## config.mk

```make
export PLATFORM = sky130hd
export DESIGN_NAME = color_manager_report_tx
export DESIGN_NICKNAME = d
export VERILOG_FILES = /design/src/rtl/color_manager_report_tx.sv
export SDC_FILE = /design/constraint.sdc
export NUM_CORES = 1
export LEC_CHECK = 0
export ABC_AREA = 0
export CAP_MARGIN = 10
export CORE_MARGIN = 2
export CORE_UTILIZATION = 55
export CTS_CLUSTER_SIZE = 20
export DETAILED_ROUTE_END_ITERATION = 10
export GPL_TIMING_DRIVEN = 0
export PLACE_DENSITY = 0.95
export RECOVER_POWER = 100
export SETUP_SLACK_MARGIN = 0.2
export SYNTH_ARGS = -nofsm -noshare
export SYNTH_HDL_FRONTEND = slang
export SYNTH_SLANG_ARGS = --single-unit
```

## constraint.sdc

```tcl
create_clock -name Clk -period 5.6 [get_ports Clk]
set_input_delay 0.56 -clock Clk [delete_from_list [all_inputs] [get_ports Clk]]
set_output_delay 0.56 -clock Clk [all_outputs]
set_load 0.02 [all_outputs]
```

## src/rtl/color_manager_report_tx.sv

```systemverilog
// Return path of the Color Manager UART link: captures notification/error strobes into
// one pending slot per source and emits each as a 5-byte ASCII frame into the TX FIFO.
module color_manager_report_tx #(
  parameter int UART_DATA_WIDTH           = 8,
  parameter int CONFIG_NOTIFICATION_WIDTH = 4,
  parameter int CONFIG_ERROR_WIDTH        = 4,
  parameter int VGA_NOTIFICATION_WIDTH    = 4,
  parameter int DROP_COUNT_WIDTH          = 8
) (
  input  logic                                 Clk,
  input  logic                                 Rst,
  input  logic [CONFIG_NOTIFICATION_WIDTH-1:0] Config_Notification,
  input  logic                                 Config_Notification_Valid,
  input  logic [CONFIG_ERROR_WIDTH-1:0]        Config_Error,
  input  logic                                 Error_Valid,
  input  logic [VGA_NOTIFICATION_WIDTH-1:0]    VGA_Notification,
  input  logic                                 VGA_Notification_Valid,
  input  logic                                 Full,
  output logic [UART_DATA_WIDTH-1:0]           TXD_Data,
  output logic                                 TXD_Wr,
  output logic                                 Busy,
  output logic [DROP_COUNT_WIDTH-1:0]          Drop_Count,
  output logic [2:0]                           Fsm_State
);

  // Handshake: a byte is transferred in every cycle where TXD_Wr=1; TXD_Wr is only
  // raised while Full=0, and TXD_Data is held stable while a byte waits on Full.

  typedef enum logic [2:0] {
    IDLE   = 3'd0,
    S_TYPE = 3'd1,
    S_HI   = 3'd2,
    S_LO   = 3'd3,
    S_CR   = 3'd4,
    S_LF   = 3'd5
  } state_t;

  state_t      state;
  logic [7:0]  frame_type;
  logic [7:0]  frame_code;

  logic        err_pend, cfg_pend, vga_pend;
  logic [7:0]  err_code, cfg_code, vga_code;
  logic [7:0]  err_in, cfg_in, vga_in;
  logic        take_err, take_cfg, take_vga;
  logic        drop_err, drop_cfg, drop_vga;
  logic [1:0]  drop_inc;
  logic [DROP_COUNT_WIDTH:0] drop_sum;

  function automatic logic [7:0] hex_ascii(input logic [3:0] n);
    return (n < 4'd10) ? (8'h30 + {4'h0, n}) : (8'h37 + {4'h0, n});
  endfunction

  always_comb begin
    err_in = '0;
    cfg_in = '0;
    vga_in = '0;
    err_in[CONFIG_ERROR_WIDTH-1:0]        = Config_Error;
    cfg_in[CONFIG_NOTIFICATION_WIDTH-1:0] = Config_Notification;
    vga_in[VGA_NOTIFICATION_WIDTH-1:0]    = VGA_Notification;
  end

  // Fixed priority arbitration, only evaluated while idle.
  always_comb begin
    take_err = (state == IDLE) && err_pend;
    take_cfg = (state == IDLE) && !err_pend && cfg_pend;
    take_vga = (state == IDLE) && !err_pend && !cfg_pend && vga_pend;
    drop_err = Error_Valid && err_pend && !take_err;
    drop_cfg = Config_Notification_Valid && cfg_pend && !take_cfg;
    drop_vga = VGA_Notification_Valid && vga_pend && !take_vga;
    drop_inc = 2'(drop_err) + 2'(drop_cfg) + 2'(drop_vga);
    drop_sum = {1'b0, Drop_Count} + (DROP_COUNT_WIDTH+1)'(drop_inc);
  end

  // A strobe landing on the cycle its slot is consumed is captured (set beats clear).
  always_ff @(posedge Clk or negedge Rst) begin
    if (!Rst) begin
      err_pend   <= 1'b0;
      cfg_pend   <= 1'b0;
      vga_pend   <= 1'b0;
      err_code   <= '0;
      cfg_code   <= '0;
      vga_code   <= '0;
      Drop_Count <= '0;
    end else begin
      if (Error_Valid && !drop_err) begin
        err_pend <= 1'b1;
        err_code <= err_in;
      end else if (take_err) begin
        err_pend <= 1'b0;
      end
      if (Config_Notification_Valid && !drop_cfg) begin
        cfg_pend <= 1'b1;
        cfg_code <= cfg_in;
      end else if (take_cfg) begin
        cfg_pend <= 1'b0;
      end
      if (VGA_Notification_Valid && !drop_vga) begin
        vga_pend <= 1'b1;
        vga_code <= vga_in;
      end else if (take_vga) begin
        vga_pend <= 1'b0;
      end
      Drop_Count <= drop_sum[DROP_COUNT_WIDTH] ? '1 : drop_sum[DROP_COUNT_WIDTH-1:0];
    end
  end

  always_ff @(posedge Clk or negedge Rst) begin
    if (!Rst) begin
      state      <= IDLE;
      frame_type <= '0;
      frame_code <= '0;
    end else begin
      case (state)
        IDLE: begin
          if (take_err) begin
            frame_type <= 8'h45;
            frame_code <= err_code;
            state      <= S_TYPE;
          end else if (take_cfg) begin
            frame_type <= 8'h43;
            frame_code <= cfg_code;
            state      <= S_TYPE;
          end else if (take_vga) begin
            frame_type <= 8'h56;
            frame_code <= vga_code;
            state      <= S_TYPE;
          end
        end
        S_TYPE:  if (TXD_Wr) state <= S_HI;
        S_HI:    if (TXD_Wr) state <= S_LO;
        S_LO:    if (TXD_Wr) state <= S_CR;
        S_CR:    if (TXD_Wr) state <= S_LF;
        S_LF:    if (TXD_Wr) state <= IDLE;
        default: state <= IDLE;
      endcase
    end
  end

  always_comb begin
    TXD_Wr = (state != IDLE) && !Full;
    case (state)
      S_TYPE:  TXD_Data = frame_type;
      S_HI:    TXD_Data = hex_ascii(frame_code[7:4]);
      S_LO:    TXD_Data = hex_ascii(frame_code[3:0]);
      S_CR:    TXD_Data = 8'h0D;
      S_LF:    TXD_Data = 8'h0A;
      default: TXD_Data = '0;
    endcase
  end

  assign Busy      = (state != IDLE) || err_pend || cfg_pend || vga_pend;
  assign Fsm_State = state;

endmodule

```

# Word level (Yosys, flattened, before mapping)
# Index checks and enable logic that the tools add are counted.
# totals
ff_bits,42
out_inout_bits,21
elab_cells,90
# op_classes
add_sub_neg,7
n_lt_le_gt_ge,2
eq_ne,11
n_mux,25
n_reduce_logical,35
# op_table
operator,count
$mux W8,7
$pmux W8 S5,1
$add A6 B4 Y7 const A,4
$mux W3,8
$pmux W3 S6,1
$logic_and A1 B1 Y1,15
$mux W7,2
$ne A2 B2 Y1 const B,5
$add A8 B2 Y9,1
$logic_not A1 Y1,9
$lt A4 B4 Y1 const B,2
$eq A3 B2 Y1 const B,2
$eq A3 B3 Y1 const B,2
$mux W1,6
$reduce_and A6 Y1,1
$reduce_bool A2 Y1,3
$reduce_bool A3 Y1,2
$ne A4 B4 Y1 const B,1
$eq A3 B1 Y1 const B,1
$logic_not A3 Y1,1
$logic_or A1 B1 Y1,3
$add A1 B1 Y2,1
$add A2 B1 Y2,1
$reduce_and A2 Y1,1

# Logic depth before layout (Yosys ltp)
# depth
depth_word,9
depth_mapped,12

# Worst setup path after synthesis
# Ideal clock, no wire load.
# synth_path
kind,register to register
startpoint,register state[2] (netlist: Fsm_State[2])
endpoint,register Drop_Count[5]
setup_ns,0.119
arrival_ns,2.747
slack_ns,2.734
path_stages_with_launch,13
n_path_buf,1
synth_period_minus_slack_ns,2.866
path_cell_list,dfrtp_1 clkbuf_1 nor3_1 nand2_1 nand3_1 fa_1 inv_1 ha_1 fa_1 and3_1 nand2_1 nand3_1 o21a_1
# synth_between
elab_chain_cells,9
elab_cells_between_ends,16
classes_between,add/sub (3); mux (1); reduce/logical (12)
# synth_rtl
element,line_no,source
from (decl),38,state_t state;
from (signal assigned),110,state <= IDLE;
from (signal assigned),119,state <= S_TYPE;
from (signal assigned),123,state <= S_TYPE;
$logic_not A3 Y1 *,"65, 66, 67",
$logic_and A1 B1 Y1,"66, 67",
$logic_and A1 B1 Y1 (on tied branches),"66, 67",
$logic_not A1 Y1 / $logic_and A1 B1 Y1 (equally long branches),"69, 67",
$logic_and A1 B1 Y1 / $logic_not A1 Y1 (equally long branches),"69, 70",
$add A1 B1 Y2 / $logic_and A1 B1 Y1 (equally long branches),"71, 70",
$add A2 B1 Y2 *,71,drop_inc = 2'(drop_err) + 2'(drop_cfg) + 2'(drop_vga);
$add A8 B2 Y9 *,72,"drop_sum = {1'b0, Drop_Count} + (DROP_COUNT_WIDTH+1)'(drop_inc);"
$mux W8 *,104,Drop_Count <= drop_sum[DROP_COUNT_WIDTH] ? '1 : drop_sum[DROP_COUNT_WIDTH-1:0];
to (signal assigned),104,
to (decl),22,"output logic [DROP_COUNT_WIDTH-1:0] Drop_Count,"
# Mark *: on every way between the ends. The rest lies on a longest branch, timed or not.
# A chain may end at the register's enable or synchronous reset.

# Worst setup path after layout
# layout_path
startpoint,register state[1] (netlist: Fsm_State[1])
endpoint,register Drop_Count[5]
# The elaborated chain is that of the path after synthesis.

==> impl_metrics.tcl <==
set metrics [dict create \
    grt_pass1_vias 1508 \
    postCtsSetupBuffers 0 \
    first_pass_iters 4 \
    crit_buf_inv 3 \
    cap_violations 1 \
    place_hpwl_um 2830 \
    route.detailed.drc 0 \
    synthesis.nets 216 \
    hold_path_class "register to register" \
    synthesis.area_sq_um 1880 \
    clk_pin_slew_ps 100 \
    peakVddDrop_uv 363 \
    crit_slowest_cell "fa_1" \
    boundaryPins 39 \
    drt_iter0_markers 165 \
    wl_per_cell_um 13.5 \
    synth-seq-cells 35 \
    nNetsFinal 260 \
    p_leak_nw 1.03 \
    grt_max_degree 36 \
    worstSetupEndpointType "register" \
    powerDensity_nw_per_um2 599 \
    cp_top_family "adder cells" \
    n_antenna_cell 0 \
    final_max_slew_viol_count 36 \
    drive_gt1_share_pct 8.82 \
    cpPeakStageDelay_ps 550 \
    die_w_um 62.5 \
    antenna_left 0 \
    post-route-util_pct 70.4 \
    path_class "register to register" \
    cts-buffers-inserted 5 \
    grt_first_pass_wirelength_um 6600 \
    grt.overflow.total 0 \
    nFillCells 294 \
    die_h_um 62.5 \
    synth_warnings 0 \
    gp_congestion 0.845 \
    antenna_found_initial 0 \
    critPathMaxFanout 10 \
    vias_per_cell 5.52 \
    design_area_sq_um 2330 \
    required_ps 5840 \
    mostFrequentLayoutCells "dfrtp_1, nor2_1, a21oi_1, dlygate4sd3_1, nand2_1" \
    startpoint "Fsm_State[1]" \
    cp.arrival_ps 3580 \
    initial_core_util_pct 56.8 \
    rsz0062_at_grt "no" \
    port_buffers 37 \
    synthArstFlopShare_pct 100 \
    cts_tree "yes" \
    critPathLaunchType "register" \
    relSlewSlack_pct -19.8 \
    fin_setup_tns_ps 0 \
    area_delta_synth_final_pct 23.8 \
    finalCritPeriodShare_pct 59.6 \
    hold_viol_final 0 \
    ys_types 44 \
    tightest_slew_ps 1800 \
    htreeDepth 2 \
    placement.cell_area_sq_um 2300 \
    grt_usage_pct 21.6 \
    synth-edff-count 0 \
    core-area_sq_um 3310 \
    critical_path.reg2reg.startpoint "Fsm_State[1]" \
    setup_viol 0 \
    fp-row-count 21 \
    fin_skew_ps 5.63 \
    post_cts_resized 0 \
    clock-sinks 35 \
    fin_crit_ps 3340 \
    dominantRegCellSynth "dfrtp_1" \
    drt_wl_total_um 3820 \
    syn_inst 193 \
    synth.avg_cell_area_sq_um 9.75 \
    final_common_cell "dfrtp_1" \
    failed_checks "max-capacitance violations, max-slew violations" \
    vias 1569 \
    crit_chain "clkbuf_1 > or3_1 > clkbuf_1 > nand3_1 > fa_1 > inv_1 > ha_1 > fa_1 > and3_1 > nand2_1 > nand3_1 > o21a_1" \
    clk_latency_ps 340 \
    hold_buffers 0 \
    max_freq_ghz 0.300 \
    outcome "finished with violations" \
    clk_path_buf_depth 2 \
    cts_root_buf "clkbuf_4" \
    min_from "frame_type[6]" \
    die_area_sq_um 3910 \
    yosysSeqAreaShare_pct 46.5 \
]
## layer usage
layer	vias up	GRT usage, %	part of all wire, %
met5	-	0	0
met4	0	9.17	1.3
met3	4	5.95	6.7
met2	73	37.9	51
met1	738	24.7	41
li1	754	-	-
## worst register-to-register path, cell delays in order, from the launching register on
cell and delay [ps]:
dfrtp_1 360, clkbuf_1 270, or3_1 180, clkbuf_1 380
nand3_1 200, fa_1 550, inv_1 40, ha_1 210
fa_1 440, and3_1 260, nand2_1 150, nand3_1 90
o21a_1 110
## path summary, 6_finish.rpt
check / to / slack, ps / depth (start not counted)
min in group asynchronous: Fsm_State[1] / 690 / 1
max: Drop_Count[5] / 2260 / 12
max in group asynchronous: Drop_Count[5] / 3880 / 1
min: frame_type[6] / 500 / 1
min reg2reg: frame_type[6] / 500 / 1
max reg2reg: Drop_Count[5] / 2260 / 12
## registers in the layout (all words and copies together), names as in the netlist
name,cells
vga_code,4
vga_pend,1
cfg_pend,1
frame_type,5
frame_code,4
Fsm_State,3
err_code,4
Drop_Count,8
err_pend,1
cfg_code,4
## cells in the mapped netlist, drive strengths merged (2+ instances only)
| library cell | instances | area (sq um) |
|---|---|---|
| dfrtp | 35 | 876 |
| nor2 | 23 | 86.3 |
| a21oi | 21 | 105 |
| nand2 | 20 | 82.6 |
| inv | 13 | 48.8 |
| mux2 | 12 | 150 |
| clkbuf | 8 | 30.0 |
| nor3 | 5 | 25.0 |
| nand3 | 4 | 20.0 |
| a221o | 3 | 30.0 |
| buf | 3 | 30.0 |
| ha | 3 | 37.5 |
| nand2b | 3 | 18.8 |
| nor2b | 3 | 18.8 |
| o21ai | 3 | 26.3 |
| o22ai | 3 | 18.8 |
| a21o | 2 | 15.0 |
| a221oi | 2 | 17.5 |
| and4 | 2 | 17.5 |
| fa | 2 | 40.0 |
| nand4 | 2 | 12.5 |
| o31ai | 2 | 28.8 |
| or2 | 2 | 12.5 |
| xnor2 | 2 | 17.5 |
## area by class of cell
cell class / count / area (sq um) / area share (%)
well taps: 46 / 57.6 / 2.47
clock buffers: 6 / 51.3 / 2.20
plain buffers: 11 / 45.0 / 1.93
clock inverters: 2 / 35.0 / 1.50
multi-input cells: 134 / 852 / 36.6
inverters: 13 / 48.8 / 2.09
repair buffers: 37 / 364 / 15.6
flip-flops and latches: 35 / 876 / 37.6
## cell families (layout without fill, tap and decap cells)
kind of cell	Yosys count	count (layout)	synth area share, %
other cells	1	1	0.199
simple gates	68	68	17.4
buf+inv	24	69	5.78
compound gates	45	45	16.6
xor+xnor	3	3	1.40
mux	12	12	7.98
fa+ha+maj	5	5	4.12
flops	35	35	46.5
## through the flow
| stage | power, mW | std cells | hold slack (ps) | setup WS (ps) |
|---|---|---|---|---|
| 3_3_place_gp | 1.24 | 276 | 468 | 2470 |
| 2_1_floorplan | 0.988 | 193 | 264 | 2730 |
| 3_5_place_dp | 1.28 | 276 | 475 | 2410 |
| 6_report | 1.40 | 284 | 495 | 2260 |
| 4_1_cts | 1.47 | 284 | 298 | 2430 |
| 5_1_grt | 1.50 | 284 | 526 | 2020 |
## where the power goes
part	internal (mW)	switching, mW	total, mW
sequential	0.365	0.0895	0.455
clock	0.105	0.0835	0.189
combinational	0.332	0.420	0.752
total	0.803	0.593	1.40
No activity file was read; power rests on OpenSTA's default activity.
